[src/rtl/alu_writeback_stage_if.sv]
// ALU -> writeback handshake bus: one result plus its instruction tag per transfer.
interface alu_writeback_stage_if #(
  parameter int DATA_W = 19,
  parameter int OPC_W  = 5,
  parameter int ADDR_W = 3
);
  logic              in_valid;
  logic              in_ready;
  logic [OPC_W-1:0]  in_opcode;
  logic [ADDR_W-1:0] in_rd;
  logic [DATA_W-1:0] in_result;
  logic [DATA_W-1:0] in_target;

  modport master (output in_valid, in_opcode, in_rd, in_result, in_target, input in_ready);
  modport slave  (input in_valid, in_opcode, in_rd, in_result, in_target, output in_ready);
endinterface

[src/rtl/alu_writeback_stage.sv]
// Writeback stage: 2-entry result buffer, register file with bypassed read ports,
// MAC accumulator and branch/illegal-opcode pulses.
module alu_writeback_stage #(
  parameter int DATA_W = 19,
  parameter int OPC_W  = 5,
  parameter int REG_N  = 8,
  parameter int ADDR_W = 3
) (
  input  logic              clk,
  input  logic              rst,
  alu_writeback_stage_if.slave in_if,
  input  logic              wb_hold,
  input  logic              flush,
  input  logic [ADDR_W-1:0] rs1_addr,
  output logic [DATA_W-1:0] rs1_data,
  input  logic [ADDR_W-1:0] rs2_addr,
  output logic [DATA_W-1:0] rs2_data,
  output logic [DATA_W-1:0] acc_out,
  output logic              br_taken,
  output logic [DATA_W-1:0] br_target,
  output logic              err_illegal
);
  localparam logic [OPC_W-1:0] OP_MAC     = OPC_W'(8);
  localparam logic [OPC_W-1:0] OP_ALU_MAX = OPC_W'(13);
  localparam logic [OPC_W-1:0] OP_ILL     = OPC_W'(14);
  localparam logic [OPC_W-1:0] OP_BEQ     = OPC_W'(15);
  localparam logic [OPC_W-1:0] OP_BNE     = OPC_W'(16);

  typedef struct packed {
    logic [OPC_W-1:0]  opc;
    logic [ADDR_W-1:0] rd;
    logic [DATA_W-1:0] res;
    logic [DATA_W-1:0] tgt;
  } entry_t;

  typedef enum logic [1:0] {EMPTY, ONE, FULL} state_t;

  state_t                        state;
  entry_t [1:0]                  ent;   // ent[0] is the head
  logic   [REG_N-1:0][DATA_W-1:0] regs;
  entry_t                        head, new_e;
  logic                          push, retire, head_wr, head_br, head_ill;
  logic   [1:0][ADDR_W-1:0]      rd_addr;
  logic   [1:0][DATA_W-1:0]      rd_data;

  assign head  = ent[0];
  assign new_e = '{opc: in_if.in_opcode, rd: in_if.in_rd, res: in_if.in_result, tgt: in_if.in_target};

  // FULL never accepts, even when the head leaves this cycle.
  assign in_if.in_ready = (state != FULL);
  assign push    = in_if.in_valid && in_if.in_ready && !flush;
  assign retire  = (state != EMPTY) && !wb_hold && !flush;
  assign head_wr = retire && (head.opc <= OP_ALU_MAX) && (head.rd != '0);
  assign head_br = (head.opc == OP_BEQ) || (head.opc == OP_BNE);
  assign head_ill = (head.opc == OP_ILL) || (head.opc > OP_BNE);

  always_ff @(posedge clk or posedge rst) begin
    if (rst) begin
      state       <= EMPTY;
      ent         <= '0;
      regs        <= '0;
      acc_out     <= '0;
      br_taken    <= 1'b0;
      br_target   <= '0;
      err_illegal <= 1'b0;
    end else begin
      br_taken    <= 1'b0;
      err_illegal <= 1'b0;
      if (flush) begin
        state <= EMPTY;
      end else begin
        case (state)
          EMPTY: if (push) begin ent[0] <= new_e; state <= ONE; end
          ONE: begin
            if (push && retire) ent[0] <= new_e;
            else if (push) begin ent[1] <= new_e; state <= FULL; end
            else if (retire) state <= EMPTY;
          end
          FULL: if (retire) begin ent[0] <= ent[1]; state <= ONE; end
          default: state <= EMPTY;
        endcase
        if (retire) begin
          if (head_wr) regs[head.rd] <= head.res;
          if (head.opc == OP_MAC) acc_out <= head.res;
          if (head_br && head.res[0]) begin
            br_taken  <= 1'b1;
            br_target <= head.tgt;
          end
          if (head_ill) err_illegal <= 1'b1;
        end
      end
    end
  end

  // Read ports see the value retiring this cycle; r0 is hardwired zero.
  assign rd_addr[0] = rs1_addr;
  assign rd_addr[1] = rs2_addr;
  for (genvar p = 0; p < 2; p++) begin : g_rd
    assign rd_data[p] = (rd_addr[p] == '0)                 ? '0 :
                        (head_wr && head.rd == rd_addr[p]) ? head.res :
                                                             regs[rd_addr[p]];
  end
  assign rs1_data = rd_data[0];
  assign rs2_data = rd_data[1];
endmodule

[src/flat_wrapper.sv]
// flat-port wrapper written by rule: the top's interface ports become plain ports
module alu_writeback_stage_flat 
#(
  parameter int DATA_W = 19,
  parameter int OPC_W  = 5,
  parameter int REG_N  = 8,
  parameter int ADDR_W = 3
)
  (clk, rst, wb_hold, flush, rs1_addr, rs1_data, rs2_addr, rs2_data, acc_out, br_taken, br_target, err_illegal, in_if_in_valid, in_if_in_opcode, in_if_in_rd, in_if_in_result, in_if_in_target, in_if_in_ready);
  alu_writeback_stage_if #(.DATA_W(DATA_W), .OPC_W(OPC_W), .ADDR_W(ADDR_W)) in_if_i ();
  input  logic clk;
  input  logic rst;
  input  logic wb_hold;
  input  logic flush;
  input  logic [ADDR_W-1:0] rs1_addr;
  output logic [DATA_W-1:0] rs1_data;
  input  logic [ADDR_W-1:0] rs2_addr;
  output logic [DATA_W-1:0] rs2_data;
  output logic [DATA_W-1:0] acc_out;
  output logic br_taken;
  output logic [DATA_W-1:0] br_target;
  output logic err_illegal;
  input wire logic [$bits(in_if_i.in_valid)-1:0] in_if_in_valid;
  input wire logic [$bits(in_if_i.in_opcode)-1:0] in_if_in_opcode;
  input wire logic [$bits(in_if_i.in_rd)-1:0] in_if_in_rd;
  input wire logic [$bits(in_if_i.in_result)-1:0] in_if_in_result;
  input wire logic [$bits(in_if_i.in_target)-1:0] in_if_in_target;
  output wire logic [$bits(in_if_i.in_ready)-1:0] in_if_in_ready;
  assign in_if_i.in_valid = in_if_in_valid;
  assign in_if_i.in_opcode = in_if_in_opcode;
  assign in_if_i.in_rd = in_if_in_rd;
  assign in_if_i.in_result = in_if_in_result;
  assign in_if_i.in_target = in_if_in_target;
  assign in_if_in_ready = in_if_i.in_ready;
  alu_writeback_stage #(.DATA_W(DATA_W), .OPC_W(OPC_W), .REG_N(REG_N), .ADDR_W(ADDR_W)) u_core (.clk(clk), .rst(rst), .in_if(in_if_i), .wb_hold(wb_hold), .flush(flush), .rs1_addr(rs1_addr), .rs1_data(rs1_data), .rs2_addr(rs2_addr), .rs2_data(rs2_data), .acc_out(acc_out), .br_taken(br_taken), .br_target(br_target), .err_illegal(err_illegal));
endmodule
[config.mk]
export PLATFORM = sky130hd
export DESIGN_NAME = alu_writeback_stage_flat
export DESIGN_NICKNAME = d
export VERILOG_FILES = /design/src/rtl/alu_writeback_stage_if.sv /design/src/rtl/alu_writeback_stage.sv /design/src/flat_wrapper.sv
export SDC_FILE = /design/constraint.sdc
export NUM_CORES = 1
export LEC_CHECK = 0
export ABC_AREA = 1
export BUFFER_PORTS_ARGS = -buffer_cell sky130_fd_sc_hd__clkbuf_2
export CORE_UTILIZATION = 49
export DETAILED_ROUTE_END_ITERATION = 12
export GPL_ROUTABILITY_DRIVEN = 1
export PLACE_DENSITY_LB_ADDON = 0.12
export SYNTH_ARGS = -nofsm -noshare
export SYNTH_HDL_FRONTEND = slang
export SYNTH_SLANG_ARGS = --single-unit
[constraint.sdc]
create_clock -name clk -period 9.1 [get_ports clk]
set_input_delay 1.82 -clock clk [delete_from_list [all_inputs] [get_ports clk]]
set_output_delay 1.82 -clock clk [all_outputs]
set_load 0.02 [all_outputs]
==> results of run 1 <==
-- metal layers --
layer | wire [um] | vias to the layer above | global-route usage (%) | part of all wire, %
met3 | 3787 | 75 | 6.549 | 8.7
met1 | 18660 | 6259 | 39.39 | 43
met4 | 1265 | 0 | 11.01 | 2.9
li1 | - | 6387 | - | -
met5 | 0 | - | 0 | 0
met2 | 19580 | 551 | 44.16 | 45
-- final cells by class --
class,count,share of cell area (%)
Clock buffer,47,6.169
Clock inverter,14,1.371
Inverter,110,2.544
Multi-Input combinational cell,1436,38.19
Sequential cell,286,43.56
Tap cell,390,2.970
Timing Repair Buffer,157,5.194
-- report_power, final --
part           internal (mW)  switching (mW)  leakage, nW
sequential              1.64           0.234         3.78
clock                  0.950           0.550        0.606
combinational          0.352           0.720         3.72
total                   2.94            1.50         8.11
-- Yosys cell counts, types with 7 or more instances --
master / instances
o21ai_2: 32
o21ai_1: 10
buf_6: 18
dfrtp_1: 286
nand2_1: 796
nor2_1: 82
nand3_1: 219
buf_4: 9
clkbuf_1: 66
nand4_1: 7
o21ai_0: 270
buf_2: 59
inv_1: 102
-- kinds of logic after synthesis --
group,after synthesis
AOI/OAI and AO/OA,318
DFF,286
xor gates and xnor gates,4
and+or+nand+nor,1114
buffers and inverters,270
-- worst reg2reg max path, stage by stage (launching register included) --
cell and delay [ps]:
dfrtp_1 420, inv_1 110, nor2_1 80, nor2_1 160, nand2_1 90, nand2_1 70, and2_4 290, buf_4 710
nand2_1 320, o21ai_2 110
-- per-stage QoR --
stage / worst slack (ps) / instance area (um^2) / util, % / instances
after floorplan: 3489 / 14690 / - / 1992
after global placement: 2756 / 15190 / 51.39 / 2379
after detailed placement: 2723 / 15190 / 51.39 / 2379
after CTS: 2702 / 16430 / 55.58 / 2440
after global routing: 2440 / 16430 / 55.58 / 2440
final: 2577 / 16430 / 55.58 / 2440
-- flip-flops by register name (all words and copies together) (netlist names) --
| signal | count |
|---|---|
| u_core.br_taken | 1 |
| u_core.err_illegal | 1 |
| u_core.ent | 92 |
| u_core.state | 2 |
| u_core.regs | 152 |
| u_core.acc_out | 19 |
| u_core.br_target | 19 |
-- worst paths after layout --
| kind | startpoint | endpoint |
|---|---|---|
| max | rs2_addr[2] | rs2_data[11] |
| min | u_core.regs[2] | u_core.regs[2] |
| max reg2reg | u_core.state[1] | u_core.ent[34] |
| min reg2reg | u_core.regs[2] | u_core.regs[2] |
| max in group asynchronous | rst | u_core.regs[3] |
| min in group asynchronous | rst | u_core.state[1] |
==> impl_metrics.csv, run 1 <==
group,metric,value,unit
global_route,grt_pass1_vias,12310,
critical_path,crit_slowest_cell,"nor2_1",
synth,yosys.area.top_type,"dfrtp_1",
drt,drc,0,
synth,synth_area_leaders,"dfrtp_1, nand2_1, o21ai_0",
synth,ys_types,28,
timing,rsz0062_at_grt,"no",
drt,dr.pass1.iters,6,
timing,maxSlewHeadroom,35.12,%
critical_path,path_buf_inv,2,
synth,ys_seq_area_share,48.73,%
timing,finalCriticalPeriod,6523,ps
critical_path,crit_required,7280,ps
critical_path,crit_cells,8,
critical_path,worstSetupStartpointType,"input pin",
floorplanning,start_util,49.68,%
timing,hold_ws,404.5,ps
critical_path,rrSetupSlack,6680,ps
place,hpwl,25880,um
power_and_ir_drop,power.leakage,8.110,nW
timing,clock.fmax,0.1533,GHz
timing,period_share,71.68,%
clock_tree,path_clk_slew,50,ps
synth,synth_flop_cell,"dfrtp_1",
synth,synth_edf_count,0,
finish,drive_gt1_share,12.73,%
timing,hold_violations,0,
floorplanning,ioPinCount,136,
global_route,grt_remaining_overflow,0,
drt,via_count,13270,
clock_tree,worstSkewPairLatency,520,ps
finish,fill_cells,2843,
synth,ys_ff_latch,286,
finish,n_antenna_cell,0,
status,outcome,"complete, no violations",
floorplanning,die_w,175.1,um
global_route,track_usage,28.69,%
global_route,grt_max_degree,143,
floorplanning,core_region_area,29560,um^2
timing,setup_tns,0,ps
finish,fin_nets,2083,
timing,setup_viol,0,
clock_tree,cts_root_buf,"clkbuf_16",
run,drv_cap,0,
synth,mappedNetlistArea,14690,um^2
finish,final_common_cell,"nand2_1",
synth,synthArstFlopShare,100.0,%
critical_path,cpMostUsedCell,"nand2_1",
critical_path,critPathMaxStageDelay,730,ps
power_and_ir_drop,total_power,4.449,mW
critical_path,rr_worst_depth,9,
synth,syn_inst,1992,
drt,drt_wl_total,43290,um
finish,final_cell_mix,"nand2_1, dfrtp_1, o21ai_0",
drt,wl_per_cell,17.74,um
synth,synth-xor-area-share,0.2386,%
clock_tree,ctsHoldBuffers,0,
clock_tree,cts_buffer_depth,3,
place,gp_congestion,0.8636,
critical_path,crit_fanout,22,
clock_tree,cts_setup_buffers,0,
critical_path,cp_top_family,"simple AND/OR/NAND/NOR gates",
global_route,grt_pass1_wl,68660,um
min_path,min-delay-path-class,"flip-flop to flip-flop",
global_route,grt_antenna_before_repair,0,
finish,seqCellArea,7157,um^2
drt,viasPerCell,5.439,
power_and_ir_drop,ir_worst_vdd,167.1,uV
synth,syn-num-nets,2049,
critical_path,cp.arrival,4700,ps
clock_tree,cts_tree,"done",
critical_path,end_kind,"output port",
synth,yosysTopAreaCellShare,48.73,%
drt,drtIter0Drc,1486,
floorplanning,die_y,175.1,um
clock_tree,cts_resized,0,
synth,synth_top_family_by_area,"simple AND/OR/NAND/NOR gates",
floorplanning,fp-row-count,63,
clock_tree,cts.sinks,286,
floorplanning,dieArea,30670,um^2
critical_path,worst-setup-path-type,"input pin to output port",
synth,yosys.area_share.adder,0,%
power_and_ir_drop,power.density,270.8,nW/um^2
min_path,min_delay_path_depth,0,
finish,multiInputGateArea,6274,um^2
synth,synthMuxAreaShare,0,%
clock_tree,cts_inserted_buffers,35,
synth,synth_compound_area_share,11.69,%
timing,clock_skew,10.07,ps
timing,slew_viol_final,0,
synth,synth.avg_cell_area,7.372,um^2
clock_tree,htree_num_levels,2,
place,place.port_buffers,135,
finish,area_delta_synth_final,11.87,%
synth,yosys_warnings,0,
synth,synth-simple-area-share,30.76,%
drt,ant_nets,0,
timing,tightest_slew,971.7,ps
critical_path,crit_chain,"clkbuf_2 > xor2_1 > nor2_1 > nand2_1 > nand2_1 > nand2_1 > nor2_1 > clkbuf_2",
Note: power is estimated with default switching activity, not from simulation.
==> run 2, diff against run 1 <==
- clock period: 9.1 -> 5.95 ns (I/O delays scaled with it)
==> run 2 against run 1 <==
Power increased by 48%. Clock power increased by 38%. Via count decreased by 0.19%. Critical path depth increased by 4. Global-route usage decreased by 0.29 points. Setup slack got worse by 1300 ps. Non-clock buffer count increased by 12. Sequential share of layout area increased by 0.11 points. Design area decreased by 0.25%. Register-to-register slack got worse by 3100 ps. Combinational power increased by 54%. Critical path type unchanged.
==> impl_metrics.csv, run 2 (synthesized netlist as in run 1, its figures left out) <==
group,metric,value,unit
floorplanning,die_y,175.1,um
min_path,min-delay-path-class,"flip-flop to flip-flop",
critical_path,crit_start,"rs1_addr[0]",
floorplanning,core_region_area,29560,um^2
critical_path,path_buf_inv,4,
floorplanning,start_util,49.68,%
floorplanning,dieArea,30670,um^2
floorplanning,fp-row-count,63,
global_route,track_usage,28.40,%
finish,final_common_cell,"nand2_1",
finish,largest_reg_flops,152,
clock_tree,cts_inserted_buffers,31,
clock_tree,cts_buffer_depth,3,
floorplanning,die_w,175.1,um
global_route,grt_pass1_wl,68960,um
clock_tree,worstSkewPairLatency,570,ps
finish,area_delta_synth_final,11.59,%
critical_path,critPathMaxStageDelay,580,ps
critical_path,worstSetupStartpointType,"input pin",
finish,fin_nets,2091,
timing,clock.fmax,0.2141,GHz
timing,maxSlewHeadroom,23.40,%
drt,drc,0,
clock_tree,path_clk_slew,60,ps
timing,hold_ws,400.1,ps
critical_path,crit_required,4760,ps
drt,drt_wl_total,42720,um
clock_tree,cts.sinks,286,
drt,viasPerCell,5.411,
finish,seqCellArea,7157,um^2
critical_path,crit_slowest_cell,"inv_2",
global_route,grt_pass1_vias,12550,
finish,drive_gt1_share,13.03,%
timing,tightest_slew,1146,ps
finish,fill_cells,2874,
finish,largest_register,"u_core.regs",
power_and_ir_drop,power.density,401.5,nW/um^2
critical_path,crit_fanout,42,
timing,hold_violations,0,
clock_tree,cts_tree,"done",
place,gp_congestion,0.8410,
drt,drtIter0Drc,1428,
timing,setup_viol,0,
finish,largestRegisters,"u_core.regs: 152 flops, u_core.ent: 92 flops",
clock_tree,cts_setup_buffers,0,
critical_path,worstReg2RegStart,"u_core.state[1]",
clock_tree,htree_num_levels,1,
finish,final_cell_mix,"nand2_1, dfrtp_1, o21ai_0",
critical_path,cp.arrival,3480,ps
timing,rsz0062_at_grt,"no",
global_route,grt_max_degree,131,
critical_path,worst-setup-path-type,"input pin to output port",
critical_path,cp_top_family,"buffers and inverters",
place,place.port_buffers,135,
timing,clock_skew,16.14,ps
status,outcome,"complete, no violations",
place,hpwl,26110,um
drt,via_count,13250,
drt,dr.pass1.iters,6,
run,drv_cap,0,
global_route,grt_remaining_overflow,0,
timing,setup_tns,0,ps
place,place_area,15290,um^2
timing,period_share,78.50,%
drt,ant_nets,0,
drt,wl_per_cell,17.45,um
timing,slew_viol_final,0,
global_route,grt_antenna_before_repair,1,
clock_tree,cts_root_buf,"clkbuf_16",
critical_path,rrSetupSlack,3540,ps
finish,stdcell_area,16390,um^2
timing,finalCriticalPeriod,4670,ps
finish,multiInputGateArea,6274,um^2
power_and_ir_drop,power.leakage,8.107,nW
clock_tree,cts_resized,0,
critical_path,cpMostUsedCell,"nand2_1",
clock_tree,ctsHoldBuffers,0,
critical_path,end_kind,"output port",
min_path,min-delay-start,"u_core.regs[5]",
floorplanning,ioPinCount,136,
critical_path,crit_chain,"clkbuf_2 > inv_2 > buf_12 > nand2_1 > nand3_1 > nand2_1 > nand2_1 > nand2_1 > nand2_1 > nand2_1 > nor2_1 > clkbuf_2",
power_and_ir_drop,ir_worst_vdd,232.4,uV
==> run 2: cell count changes in the layout (fill, tap and decap cells not counted), sizes merged <==
cell and change:
clkinvlp -1, buf +12, clkbuf -3, bufinv -1
diode +1
==> run 2: final timing paths <==
check / end / cells past startpoint
hold reg to reg: u_core.regs[5] / 0
setup / recovery: rs1_data[6] / 12
max in group asynchronous: u_core.ent[13] / 3
hold / removal: u_core.regs[5] / 0
setup reg to reg: u_core.ent[34] / 9
min in group asynchronous: u_core.regs[146] / 2
==> run 2: per-layer routing <==
layer / GRT usage, % / share of wire, % / up-vias
li1: - / - / 6411
met1: 38.48 / 43 / 6244
met2: 45.07 / 46 / 500
met3: 6.288 / 9.0 / 92
met4: 9.348 / 2.7 / 0
met5: 0.8013 / 0 / -
==> run 2: layout make-up <==
type	count	share of cell area (%)
Clock inverter	12	1.145
Timing Repair Buffer	169	5.833
Antenna cell	1	0.01527
Multi-Input combinational cell	1436	38.28
Tap cell	390	2.978
Inverter	110	2.550
Clock buffer	44	5.520
Sequential cell	286	43.67
==> run 2: stage by stage <==
| stage | cells | utilization (%) | setup WS [ps] | power (mW) |
|---|---|---|---|---|
| 6_report | 2448 | 55.44 | 1280 | 6.579 |
| 5_1_grt | 2448 | 55.44 | 1120 | 6.983 |
| 4_1_cts | 2447 | 55.43 | 1328 | 6.618 |
| 3_5_place_dp | 2391 | 51.73 | 1339 | 4.530 |
| 3_3_place_gp | 2391 | 51.73 | 1338 | 4.483 |
| 2_1_floorplan | 1992 | - | 968.8 | 4.003 |
==> run 2: power breakdown <==
| part | internal (mW) | switching (mW) |
|---|---|---|
| Combinational | 0.550 | 1.10 |
| Clock | 1.26 | 0.803 |
| Sequential | 2.51 | 0.353 |
| Total | 4.33 | 2.25 |
